### src/rtl/conv_controller.sv
// Sequencing controller for a systolic convolution array: loads filter and
// ifmap beats, runs NUM_PASSES conv passes with a one-beat window shift between them.
module conv_controller #(
  parameter int FILT_LEN   = 3,
  parameter int IFMAP_LEN  = 5,
  parameter int CONV_LEN   = 3,
  parameter int NUM_PASSES = 3
) (
  input  logic                              clk,
  input  logic                              rst_n,
  input  logic                              start,
  input  logic                              clear,
  input  logic                              in_valid,
  output logic                              in_ready,
  output logic                              read_new_filter_val,
  output logic                              read_new_ifmap_val,
  output logic                              start_conv,
  output logic                              busy,
  output logic                              done,
  output logic [$clog2(NUM_PASSES+1)-1:0]   pass_idx
);

  localparam int MAX_LEN = (FILT_LEN > IFMAP_LEN)
                         ? ((FILT_LEN  > CONV_LEN) ? FILT_LEN  : CONV_LEN)
                         : ((IFMAP_LEN > CONV_LEN) ? IFMAP_LEN : CONV_LEN);
  localparam int CNT_W  = $clog2(MAX_LEN) + 1;
  localparam int PASS_W = $clog2(NUM_PASSES + 1);

  localparam logic [CNT_W-1:0]  FILT_LAST  = CNT_W'(FILT_LEN - 1);
  localparam logic [CNT_W-1:0]  IFMAP_LAST = CNT_W'(IFMAP_LEN - 1);
  localparam logic [CNT_W-1:0]  CONV_LAST  = CNT_W'(CONV_LEN - 1);
  localparam logic [PASS_W-1:0] PASS_LAST  = PASS_W'(NUM_PASSES - 1);

  typedef enum logic [2:0] {
    IDLE,
    LOAD_FILTER,
    LOAD_IFMAP,
    SHIFT_IFMAP,
    CONV,
    DONE
  } state_e;

  state_e            state_q, state_d;
  logic [CNT_W-1:0]  cnt_q, cnt_d;
  logic [PASS_W-1:0] pass_q, pass_d;
  logic              in_ready_q, in_ready_d;
  logic              start_conv_q, start_conv_d;
  logic              busy_q, busy_d;
  logic              done_q, done_d;
  logic              accept;

  // A beat is consumed only while the registered ready is high.
  assign accept = in_valid & in_ready_q;

  // NOTE: every signal assigned in always_comb gets a default up front so no
  // path can leave it unassigned and infer a latch.
  always_comb begin
    state_d = state_q;
    cnt_d   = cnt_q;
    pass_d  = pass_q;

    unique case (state_q)
      IDLE: begin
        if (start) begin
          state_d = LOAD_FILTER;
          pass_d  = '0;
        end
      end
      LOAD_FILTER: begin
        if (accept) begin
          if (cnt_q == FILT_LAST) state_d = LOAD_IFMAP;
          else                    cnt_d   = cnt_q + CNT_W'(1);
        end
      end
      LOAD_IFMAP: begin
        if (accept) begin
          if (cnt_q == IFMAP_LAST) state_d = CONV;
          else                     cnt_d   = cnt_q + CNT_W'(1);
        end
      end
      SHIFT_IFMAP: begin
        if (accept) state_d = CONV;
      end
      CONV: begin
        if (cnt_q == CONV_LAST) begin
          if (pass_q == PASS_LAST) begin
            state_d = DONE;
          end else begin
            state_d = SHIFT_IFMAP;
            pass_d  = pass_q + PASS_W'(1);
          end
        end else begin
          cnt_d = cnt_q + CNT_W'(1);
        end
      end
      DONE: begin
        state_d = IDLE;
        pass_d  = '0;
      end
      default: state_d = IDLE;
    endcase

    // Abort wins over everything, including a start seen in IDLE.
    if (clear) begin
      state_d = IDLE;
      pass_d  = '0;
    end

    if (state_d != state_q) cnt_d = '0;

    // Outputs are decoded from the next state so they register alongside it.
    in_ready_d   = (state_d == LOAD_FILTER) || (state_d == LOAD_IFMAP) ||
                   (state_d == SHIFT_IFMAP);
    start_conv_d = (state_d == CONV);
    busy_d       = (state_d != IDLE);
    done_d       = (state_d == DONE);
  end

  // NOTE: sequential state uses non-blocking assignments so every flop samples
  // pre-edge values regardless of statement order.
  always_ff @(posedge clk or negedge rst_n) begin
    if (!rst_n) begin
      state_q      <= IDLE;
      cnt_q        <= '0;
      pass_q       <= '0;
      in_ready_q   <= 1'b0;
      start_conv_q <= 1'b0;
      busy_q       <= 1'b0;
      done_q       <= 1'b0;
    end else begin
      state_q      <= state_d;
      cnt_q        <= cnt_d;
      pass_q       <= pass_d;
      in_ready_q   <= in_ready_d;
      start_conv_q <= start_conv_d;
      busy_q       <= busy_d;
      done_q       <= done_d;
    end
  end

  assign in_ready            = in_ready_q;
  assign read_new_filter_val = accept & (state_q == LOAD_FILTER);
  assign read_new_ifmap_val  = accept & ((state_q == LOAD_IFMAP) ||
                                         (state_q == SHIFT_IFMAP));
  assign start_conv          = start_conv_q;
  assign busy                = busy_q;
  assign done                = done_q;
  assign pass_idx            = pass_q;

endmodule

### config.mk
export PLATFORM = sky130hd
export DESIGN_NAME = conv_controller
export DESIGN_NICKNAME = d
export VERILOG_FILES = /design/src/rtl/conv_controller.sv
export SDC_FILE = /design/constraint.sdc
export NUM_CORES = 1
export LEC_CHECK = 0
export BUFFER_PORTS_ARGS = -buffer_cell sky130_fd_sc_hd__buf_2
export CORE_ASPECT_RATIO = 2
export CORE_MARGIN = 1
export CORE_UTILIZATION = 34
export DETAILED_ROUTE_END_ITERATION = 8
export SLEW_MARGIN = 25
export SYNTH_ARGS = -nofsm -noshare
export SYNTH_HDL_FRONTEND = slang
export SYNTH_SLANG_ARGS = --single-unit
export TNS_END_PERCENT = 100
### constraint.sdc
create_clock -name clk -period 5.32 [get_ports clk]
set_input_delay 0.532 -clock clk [delete_from_list [all_inputs] [get_ports clk]]
set_output_delay 0.532 -clock clk [all_outputs]
set_load 0.02 [all_outputs]
---- Word-level counts from Yosys, hierarchy flattened ----
Cells that the tools add are included.
word-level totals
  memories ................................ 0
  word-level logic and storage cells ...... 62
  bits in read-only memories .............. 0
  RAM bits ................................ 0
  latch bits .............................. 0
  register bits after elaboration ......... 13
  bits of input ports ..................... 5
operators by class
  reductions and logical operators ........ 9
  mux-type cells .......................... 21
  multipliers ............................. 0
  equality and inequality tests ........... 20
  $lt $le $gt $ge ......................... 0
  add/subtract/negate cells ............... 2
  bitwise logic cells ..................... 3
  div/mod/pow operators ................... 0
  shift-type cells ........................ 0
operator list
  operator                                                                count
  3-bit 2-to-1 mux                                                        9
  4-bit 2-to-1 mux                                                        5
  3-bit inequality test (second input constant)                           6
  3-bit case mux with 5 select lines                                      1
  3-bit by 2-bit equality test with 1-bit output (second input constant)  4
  3-bit equality test (second input constant)                             4
  4-bit case mux with 3 select lines                                      1
  2-bit 2-to-1 mux                                                        4
  4-bit AND reduction                                                     2
  4-bit nonzero test                                                      2
  3-bit by 1-bit equality test with 1-bit output (second input constant)  2
  2-bit case mux with 3 select lines                                      1
  4-bit by 1-bit adder with 4-bit output (second input constant)          1
  4-bit by 2-bit equality test with 1-bit output (second input constant)  1
  4-bit by 3-bit equality test with 1-bit output (second input constant)  1
  1-bit AND                                                               3
  3-bit logical NOT                                                       1
  1-bit logical OR                                                        3
  3-bit inequality test                                                   1
  3-bit nonzero test                                                      1
  2-bit by 1-bit adder with 2-bit output (second input constant)          1
  2-bit equality test (second input constant)                             1

---- Depth between registers and ports, before layout ----
Gate-level depths: netlist of the first run.
  word-level depth ........................ 8
  mapped depth ............................ 7
  gate-level depth less buffers ........... 7

---- Worst setup path after synthesis of the first run ----
No wires, ideal clock.
  kind .................................... reg-to-reg
  from .................................... reg pass_q[0], in the netlist pass_idx[0]
  to ...................................... reg pass_q[0], in the netlist pass_idx[0]
  library setup time ...................... 0.125 ns
  setup slack ............................. 3.468 ns
  stages on the path, launching flop included .. 7
  data arrival time ....................... 1.727 ns
  buffers on the path ..................... 0
  path through ............................ dfrtp_1 -> inv_1 -> ha_1 -> nor4b_1 -> o21ai_0 -> a21oi_1 -> mux2_2
on the way
  word-level cells in the longest chain between the ends .. 5
RTL lines
  element                                 RTL line  text
  from (decl)                             45        logic [PASS_W-1:0] pass_q, pass_d;
  from (signal assigned)                  133       pass_q <= pass_d;
  2-bit by 1-bit adder with 2-bit output  90        pass_d = pass_q + PASS_W'(1);
  2-bit 2-to-1 mux                        86        if (pass_q == PASS_LAST) begin
  2-bit 2-to-1 mux                        85        if (cnt_q == CONV_LAST) begin
  2-bit case mux with 3 select lines      62        unique case (state_q)
  2-bit 2-to-1 mux                        104       if (clear) begin
Several ways; a longest one is shown, not always the timed one. The select of a mux whose other input is x is not followed.
A chain may end at the register's enable or synchronous reset.

---- Worst setup path in the final report of the first run ----
  from .................................... reg cnt_q[0]
  to ...................................... reg cnt_q[3]
on the way
  word-level cells in the longest chain between the ends .. 8
RTL lines
  element                                                                                                                  RTL line    text
  from (decl)                                                                                                              44          logic [CNT_W-1:0] cnt_q, cnt_d;
  from (signal assigned)                                                                                                   132         cnt_q <= cnt_d;
  4-bit by 3-bit equality test with 1-bit output / 4-bit by 2-bit equality test with 1-bit output (equally long branches)  77, 71, 85
  3-bit 2-to-1 mux, on equally long branches                                                                               77, 71
  3-bit 2-to-1 mux, on equally long branches                                                                               76, 70
  3-bit case mux with 5 select lines                                                                                       62
  3-bit 2-to-1 mux                                                                                                         104
  3-bit inequality test                                                                                                    109         if (state_d != state_q) cnt_d = '0;
  3-bit inequality test (no line) / 4-bit nonzero test (equally long branches)                                             --
  4-bit AND reduction (no line)                                                                                            --
Several ways; a longest one is shown, not always the timed one. The select of a mux whose other input is x is not followed.

==> summary.txt, run 1 <==
Logic synthesis
  • Main combinational cell family by area after synthesis: compound AO/OA/AOI/OAI gates
  • Commonest cells in the netlist: dfrtp_1 (13), inv_1 (10), nor2_1 (10), nand3_1 (6), o21ai_0 (6)
  • Post-synthesis async set-or-reset flop share: 100%
  • Seq/Total Area, Yosys: 36.0%
  • XOR/XNOR share of the synthesized area: 0%
  • Synth top area share: between 30% and 40%
  • Number of synthesized flops with an enable pin: 0
  • YS warnings: 0
  • Main synth FF type: dfrtp_1
  • Post-synthesis mux area share: 2.49%
  • Synth Area in Compound Gates: 25.6%
  • Mean Syn Cell Area: 9.12 um2
  • Seq cells post-synth: 13
  • Area leader, netlist: dfrtp_1
  • Syn nets: 108
  • Most frequent cell after synthesis: dfrtp_1
  • Synth Area in Adders: under 10%
  • Synth cell types: 42
  • Post-Synth Simple-Gate Area: ~25%
  • Mapped Cells: 99
  • Dominant cells by area after synthesis: dfrtp_1 (36%), ha_1 (5.5%), a211oi_1 (4.2%)
  • Synthesized cell area: 903 um2

Global routing
  • Total GRT Usage: 16.7%
  • Pin count of the biggest net entering global routing: 18
  • Initial antenna violation count: 0
  • First-pass GRT wire length: ~3.4 mm
  • Global route total overflow: 0
  • Vias in the first global route: 758

Final layout
  • Final #Nets: 122
  • Layout cells sized above 1: 22.3%
  • N_diodes: 0
  • Fill cells: 273
  • Design area: 0.00103 mm2
  • Layout area overhead: 14.0%

Clocking
  • TritonCTS clock tree: yes
  • H-tree levels: 1
  • CTS buffer count: 3
  • Post-CTS Setup Inserts: 0
  • CTS Sinks: 13
  • Clock-pin slew on the worst setup and hold paths: ~0.050 ns
  • Latest clock arrival within the worst-skew pair: roughly 0.24 ns
  • Post-CTS Hold Buffers: 0
  • Longest Clk Path Bufs: 2
  • CTS root buf: clkbuf_8
  • PostCTS Resize Cnt: 0

Pwr
  • PwrDens: 226 mW/mm2
  • Maximum VDD drop: 0.182 mV
  • Leak pwr: between 0.0004 and 0.0005 uW

Die
  • Die area: 0.00288 mm2
  • I/O pin count: 13
  • Overall die width: approximately 38 um
  • Starting density of the core: roughly 36%
  • Row cnt: 26
  • Die Y-Extent: 74.9 um
  • Core area: 0.00254 mm2

Drt
  • Iteration count of the initial detailed-routing pass: 6
  • Vias: just over 800
  • Vias/cell: 5.81
  • Antenna viol nets, final: 0
  • Initial drt markers: 29
  • Routed wire length: 2.07 mm
  • Residual DRC: 1
  • Routed WL per cell: 14.8 um

STA
  • Fin crit share: 37.4%
  • Unrepaired setup endpoints after global routing: false
  • Minimum clock period: 1.99 ns
  • # setup viols final: 0
  • Clock Skew: 0.00134 ns
  • Max Freq: around 0.50 GHz
  • Max Slew Vio Count: 0
  • Setup TNS: 0 ns
  • Hold Violations, Final: 0
  • Slew HR: 65.3%
  • Tightest Pin Transition: between 0.5 and 0.6 ns

Setup path
  • Nature of the critical path startpoint: register
  • Data arrival, critical path: 2.08 ns
  • Critical path type: register to register
  • CP Launch Point: cnt_q[0]$_DFFE_PN0P_
  • CP endpoint: cnt_q[3]$_DFFE_PN0P_
  • CP endpoint kind: register
  • Largest stage delay, worst path: 0.46 ns
  • Length in cells of the worst reg-to-reg path: 6
  • Critical-path cell list: inv_1 > ha_1 > nor3b_1 > o31ai_1 > o211ai_1 > a211oi_1
  • Register-to-register setup slack: 3.33 ns
  • CP Buf/Inv Count: 1
  • Cell family with most CP delay: compound AO/OA/AOI/OAI gates
  • CP Depth: 6
  • Worst path required time: 5.41 ns
  • CP max-delay cell: o211ai_1
  • Reg-to-reg endpoint: cnt_q[3]$_DFFE_PN0P_
  • Critical-path maximum fanout: 4
  • Critical R2R Launch: cnt_q[0]$_DFFE_PN0P_

Min path
  • Hold Path Class: input pin to async pin

Place
  • GP Congestion: slightly below 0.8
  • Final HPWL DP: 1.65 mm
  • PortBufs: 12
  • Area after DPL: just under 0.001 mm2

Outcome
  • Failing checks: DRC
  • Status: complete, but fails checks

Run
  • Max-Cap Viols: 0
-- per-stage QoR --
| stage | cells | hold slack [ns] | util [%] | worst slack (ns) | power [uW] |
|---|---|---|---|---|---|
| global placement | 136 | 0.424 | 38.8 | 3.36 | 151 |
| finish | 140 | 0.163 | 40.6 | 3.33 | 233 |
| CTS | 140 | 0.171 | 40.6 | 3.35 | 237 |
| floorplan | 99 | 0.236 | - | 3.47 | 138 |
| detailed placement | 136 | 0.431 | 38.8 | 3.36 | 152 |
| global route | 140 | 0.181 | 40.6 | 3.11 | 246 |
-- report_power, final --
| group | internal [uW] | total, uW | switching [uW] |
|---|---|---|---|
| Clock | 52.5 | 82.8 | 30.3 |
| Sequential | 104 | 112 | 8.72 |
| Combinational | 15.5 | 37.8 | 22.3 |
| Total | 172 | 233 | 61.3 |
-- placed cells by master (no fill, tap or decap), types with 2 or more instances in the layout --
cell / synthesis / final
a311oi_1: 3 / 3
dfrtp_1: 13 / 13
inv_1: 10 / 10
nor3b_1: 2 / 2
o211ai_1: 2 / 2
nand2_1: 2 / 2
mux2_2: 2 / 2
a21o_1: 3 / 3
a21oi_1: 2 / 2
o21ai_0: 6 / 6
nand3_1: 6 / 6
nor2_1: 10 / 10
a211oi_1: 5 / 5
ha_1: 4 / 4
buf_2: 2 / 12
clkbuf_8: 0 / 3
-- logic make-up (layout without fill, tap and decap cells) --
| family | count (synthesis) | after routing |
|---|---|---|
| buffers and inverters | 13 | 26 |
| adders and majority gates | 4 | 4 |
| AOI/OAI and AO/OA | 31 | 31 |
| muxes | 2 | 2 |
| and+or+nand+nor | 36 | 36 |
| DFF | 13 | 13 |
-- state kept, by name, summed over array words and instances, names as in the netlist --
signal,cells
cnt_q,4
in_ready,1
busy,1
done,1
pass_idx,2
start_conv,1
state_q,3
-- routing by layer --
metal	up-vias	wire [um]	share of wire, %	global-route usage, %
met4	0	103	5.0	11.9
met3	9	80	3.9	2.36
met5	-	0	0	0
li1	393	-	-	-
met1	390	781	38	16.6
met2	22	1110	53	29.8
-- final cells by class --
class | count | area [um2] | area share (%)
clock buffer | 4 | 45.0 | 4.37
inverter | 10 | 37.5 | 3.65
multi-input combinational | 73 | 527 | 51.2
sequential | 13 | 325 | 31.6
tap | 28 | 35.0 | 3.40
timing repair buffer | 12 | 60.1 | 5.83
-- worst min path at each step --
stage	start	to	slack (ns)	cells after the start
after floorplan	rst_n	busy$_DFF_PN0_	0.24	0
after global placement	rst_n	busy$_DFF_PN0_	0.42	1
after detailed placement	rst_n	busy$_DFF_PN0_	0.43	1
after CTS	rst_n	busy$_DFF_PN0_	0.17	1
after global routing	rst_n	busy$_DFF_PN0_	0.18	1
final	rst_n	busy$_DFF_PN0_	0.16	1
No activity file was read; power rests on OpenSTA's default activity.
==> run 2: changes to the inputs <==
==> constraint.sdc (replaced) <==
create_clock -name clk -period 2 [get_ports clk]
set_input_delay 0.2 -clock clk [delete_from_list [all_inputs] [get_ports clk]]
set_output_delay 0.2 -clock clk [all_outputs]
set_load 0.02 [all_outputs]
==> run 2 against run 1 <==
  * The flow now finishes without violations
  * Power rose to 2.7 times the previous value
  * Sequential share of layout area down 1.7 points
  * Fmax up 4.6%
  * Die area unchanged
  * Via count up 3.2%
  * Cell count up 4.3%
  * Critical path depth unchanged
  * Clock skew up 0.0053 ns
  * Combinational power rose to 3.1 times the previous value
  * Sequential power rose to 2.6 times the previous value
  * Global-route usage up 1.6 points
  * Design area up 5.7%
==> summary.txt, run 2 (synthesis results as in run 1) <==
Die
  • Overall die width: 38.5 um (unchanged)
  • Starting density of the core: 35.6% (unchanged)
  • Die Y-Extent: 74.9 um (unchanged)
  • Row cnt: 26 (unchanged)
  • Core area: 0.00254 mm2 (unchanged)
  • I/O pin count: 13 (unchanged)
  • Die area: 0.00288 mm2 (unchanged)

STA
  • Final setup margin: 0.0965 ns (-3.23 ns)
  • Max Slew Vio Count: 0 (unchanged)
  • # setup viols final: 0 (unchanged)
  • Clock Skew: 0.00669 ns (+0.00534 ns)
  • Max Freq: 0.525 GHz (+4.6%)
  • Hold Violations, Final: 0 (unchanged)
  • Minimum clock period: 1.90 ns (-0.0884 ns)
  • Slew HR: 74.6% (+9.3 points)
  • Tightest Pin Transition: 0.379 ns (-0.139 ns)
  • Setup TNS: 0 ns (unchanged)
  • Unrepaired setup endpoints after global routing: false
  • Fin crit share: 95.2% (+58 points)

Global routing
  • Global route total overflow: 0 (unchanged)
  • Pin count of the biggest net entering global routing: 14 (-4)
  • Vias in the first global route: 822 (+8.4%)
  • First-pass GRT wire length: 3.67 mm (+9.0%)
  • Total GRT Usage: 18.3% (+1.6 points)
  • Initial antenna violation count: 0 (unchanged)

Setup path
  • Length in cells of the worst reg-to-reg path: 6 (unchanged)
  • Reg-to-reg endpoint: pass_idx[0]$_DFFE_PN0P_
  • Nature of the critical path startpoint: register
  • Data arrival, critical path: 2.03 ns (-0.05 ns)
  • CP endpoint kind: register
  • Critical R2R Launch: pass_idx[0]$_DFFE_PN0P_
  • Worst path required time: 2.13 ns (-3.28 ns)
  • Critical-path cell list: inv_1 > ha_1 > nor4b_2 > o21ai_0 > a21oi_1 > mux2_2
  • Critical path type: register to register
  • Critical-path maximum fanout: 3 (-1)
  • Largest stage delay, worst path: 0.37 ns (-0.09 ns)
  • Cell family with most CP delay: compound AO/OA/AOI/OAI gates
  • Register-to-register setup slack: 0.1 ns (-3.23 ns)
  • CP Buf/Inv Count: 1 (unchanged)
  • CP max-delay cell: dfrtp_1

Pwr
  • Maximum VDD drop: 0.479 mV (+160%)
  • Overall Power: 639 uW (+170%)
  • PwrDens: 587 mW/mm2 (+160%)
  • Leak pwr: 0.000523 uW (+7.2%)

Final layout
  • N_diodes: 0 (unchanged)
  • Layout cells sized above 1: 27.1% (+4.8 points)
  • Area of the multi-input gates: 538 um2 (+2.1%)
  • Max FFs per register: 4 (unchanged)
  • Layout area overhead: 20.5%
  • Final #Nets: 128 (+4.9%)
  • Largest Register: cnt_q
  • Most common cell after layout, fill and taps aside: dfrtp_1
  • Reg area: 325 um2 (unchanged)
  • Fill cells: 253 (-7.3%)
  • Fin cells: 146 (+4.3%)
  • Most frequent cells in the layout: dfrtp_1 (13), buf_2 (12), inv_1 (10), nor2_1 (10)
  • Fin util: 42.9% (+2.3 points)

Clocking
  • Clock-pin slew on the worst setup and hold paths: 0.05 ns (about the same)
  • CTS Sinks: 13 (unchanged)
  • Post-CTS Setup Inserts: 0 (unchanged)
  • CTS buffer count: 3 (unchanged)
  • H-tree levels: 1 (unchanged)
  • Longest Clk Path Bufs: 2 (unchanged)
  • Latest clock arrival within the worst-skew pair: 0.24 ns (about the same)
  • TritonCTS clock tree: yes
  • CTS root buf: clkbuf_8

Place
  • PortBufs: 12 (unchanged)
  • Final HPWL DP: 1.80 mm (+9.5%)
  • Dpl cells: 141 (+3.7%)
  • Setup WS pre-CTS: -0.0289 ns (-3.39 ns)
  • GP Congestion: 0.829 (+5.3%)

Drt
  • Antenna viol nets, final: 0 (unchanged)
  • Vias: 840 (+3.2%)
  • Vias/cell: 5.75 (-1.0%)
  • Routed WL per cell: 15.7 um (+6.3%)
  • Residual DRC: 0 (-1)
  • Initial drt markers: 9 (-69%)
  • Iteration count of the initial detailed-routing pass: 4 (-2)
  • Routed wire length: 2.30 mm (+11%)

Run
  • Max-Cap Viols: 0 (unchanged)

Outcome
  • Status: complete, no violations

Min path
  • Hold Path Class: input pin to async pin
==> run 2: cell type report <==
cell class,instances,area share (%)
Clock buffer,4,4.14
Inverter,10,3.45
Multi-Input combinational cell,73,49.4
Sequential cell,13,29.9
Tap cell,28,3.22
Timing Repair Buffer,18,9.89
==> run 2: how the worst max path moves through the flow <==
stage                            startpoint  cells after the start                 endpoint
CTS                 pass_idx[0]$_DFFE_PN0P_                      6  pass_idx[0]$_DFFE_PN0P_
floorplan           pass_idx[0]$_DFFE_PN0P_                      6  pass_idx[0]$_DFFE_PN0P_
global route        pass_idx[0]$_DFFE_PN0P_                      6  pass_idx[1]$_DFFE_PN0P_
detailed placement  pass_idx[0]$_DFFE_PN0P_                      6  pass_idx[0]$_DFFE_PN0P_
finish              pass_idx[0]$_DFFE_PN0P_                      6  pass_idx[0]$_DFFE_PN0P_
global placement    pass_idx[0]$_DFFE_PN0P_                      6  pass_idx[1]$_DFFE_PN0P_
==> run 2: metrics by stage <==
| stage | hold slack (ns) | cell area [um2] |
|---|---|---|
| final | 0.363 | 1090 |
| after global routing | 0.394 | 1090 |
| after CTS | 0.367 | 1080 |
| after detailed placement | 0.0966 | 1020 |
| after global placement | 0.0929 | 1020 |
| after floorplan | -0.0956 | 903 |
==> run 2: layer usage <==
metal | share of wire, % | wire length (um) | vias to the layer above | GRT usage, %
met2 | 57 | 1300 | 25 | 33.1
li1 | - | - | 404 | -
met4 | 3.6 | 83 | 0 | 13.4
met1 | 37 | 839 | 404 | 18.4
met5 | 0 | 0 | - | 0
met3 | 3.1 | 70 | 7 | 1.18
==> run 2: where the power goes <==
group	total, uW	leakage [uW]	internal [uW]	switching (uW)
Clock	228	0.0000228	140	87.4
Sequential	295	0.000177	276	19.6
Combinational	116	0.000324	49.4	66.2
==> run 2: worst register-to-register path, delay by kind of cell, from the launching register on <==
| family | cells | cell delay (ns) |
|---|---|---|
| AO/OA/AOI/OAI | 2 | 0.39 |
| multiplexers | 1 | 0.37 |
| buffers and inverters | 1 | 0.07 |
| adder cells (fa/ha/maj) | 1 | 0.23 |
| flip-flops | 1 | 0.37 |
| AND/OR/NAND/NOR | 1 | 0.37 |
==> run 2: repair_timing <==
action,4_1_cts,5_1_grt
gates resized for setup,1,1
hold buffers,1,0
setup endpoints to repair,2,1
endpoints found under the hold margin,13,0
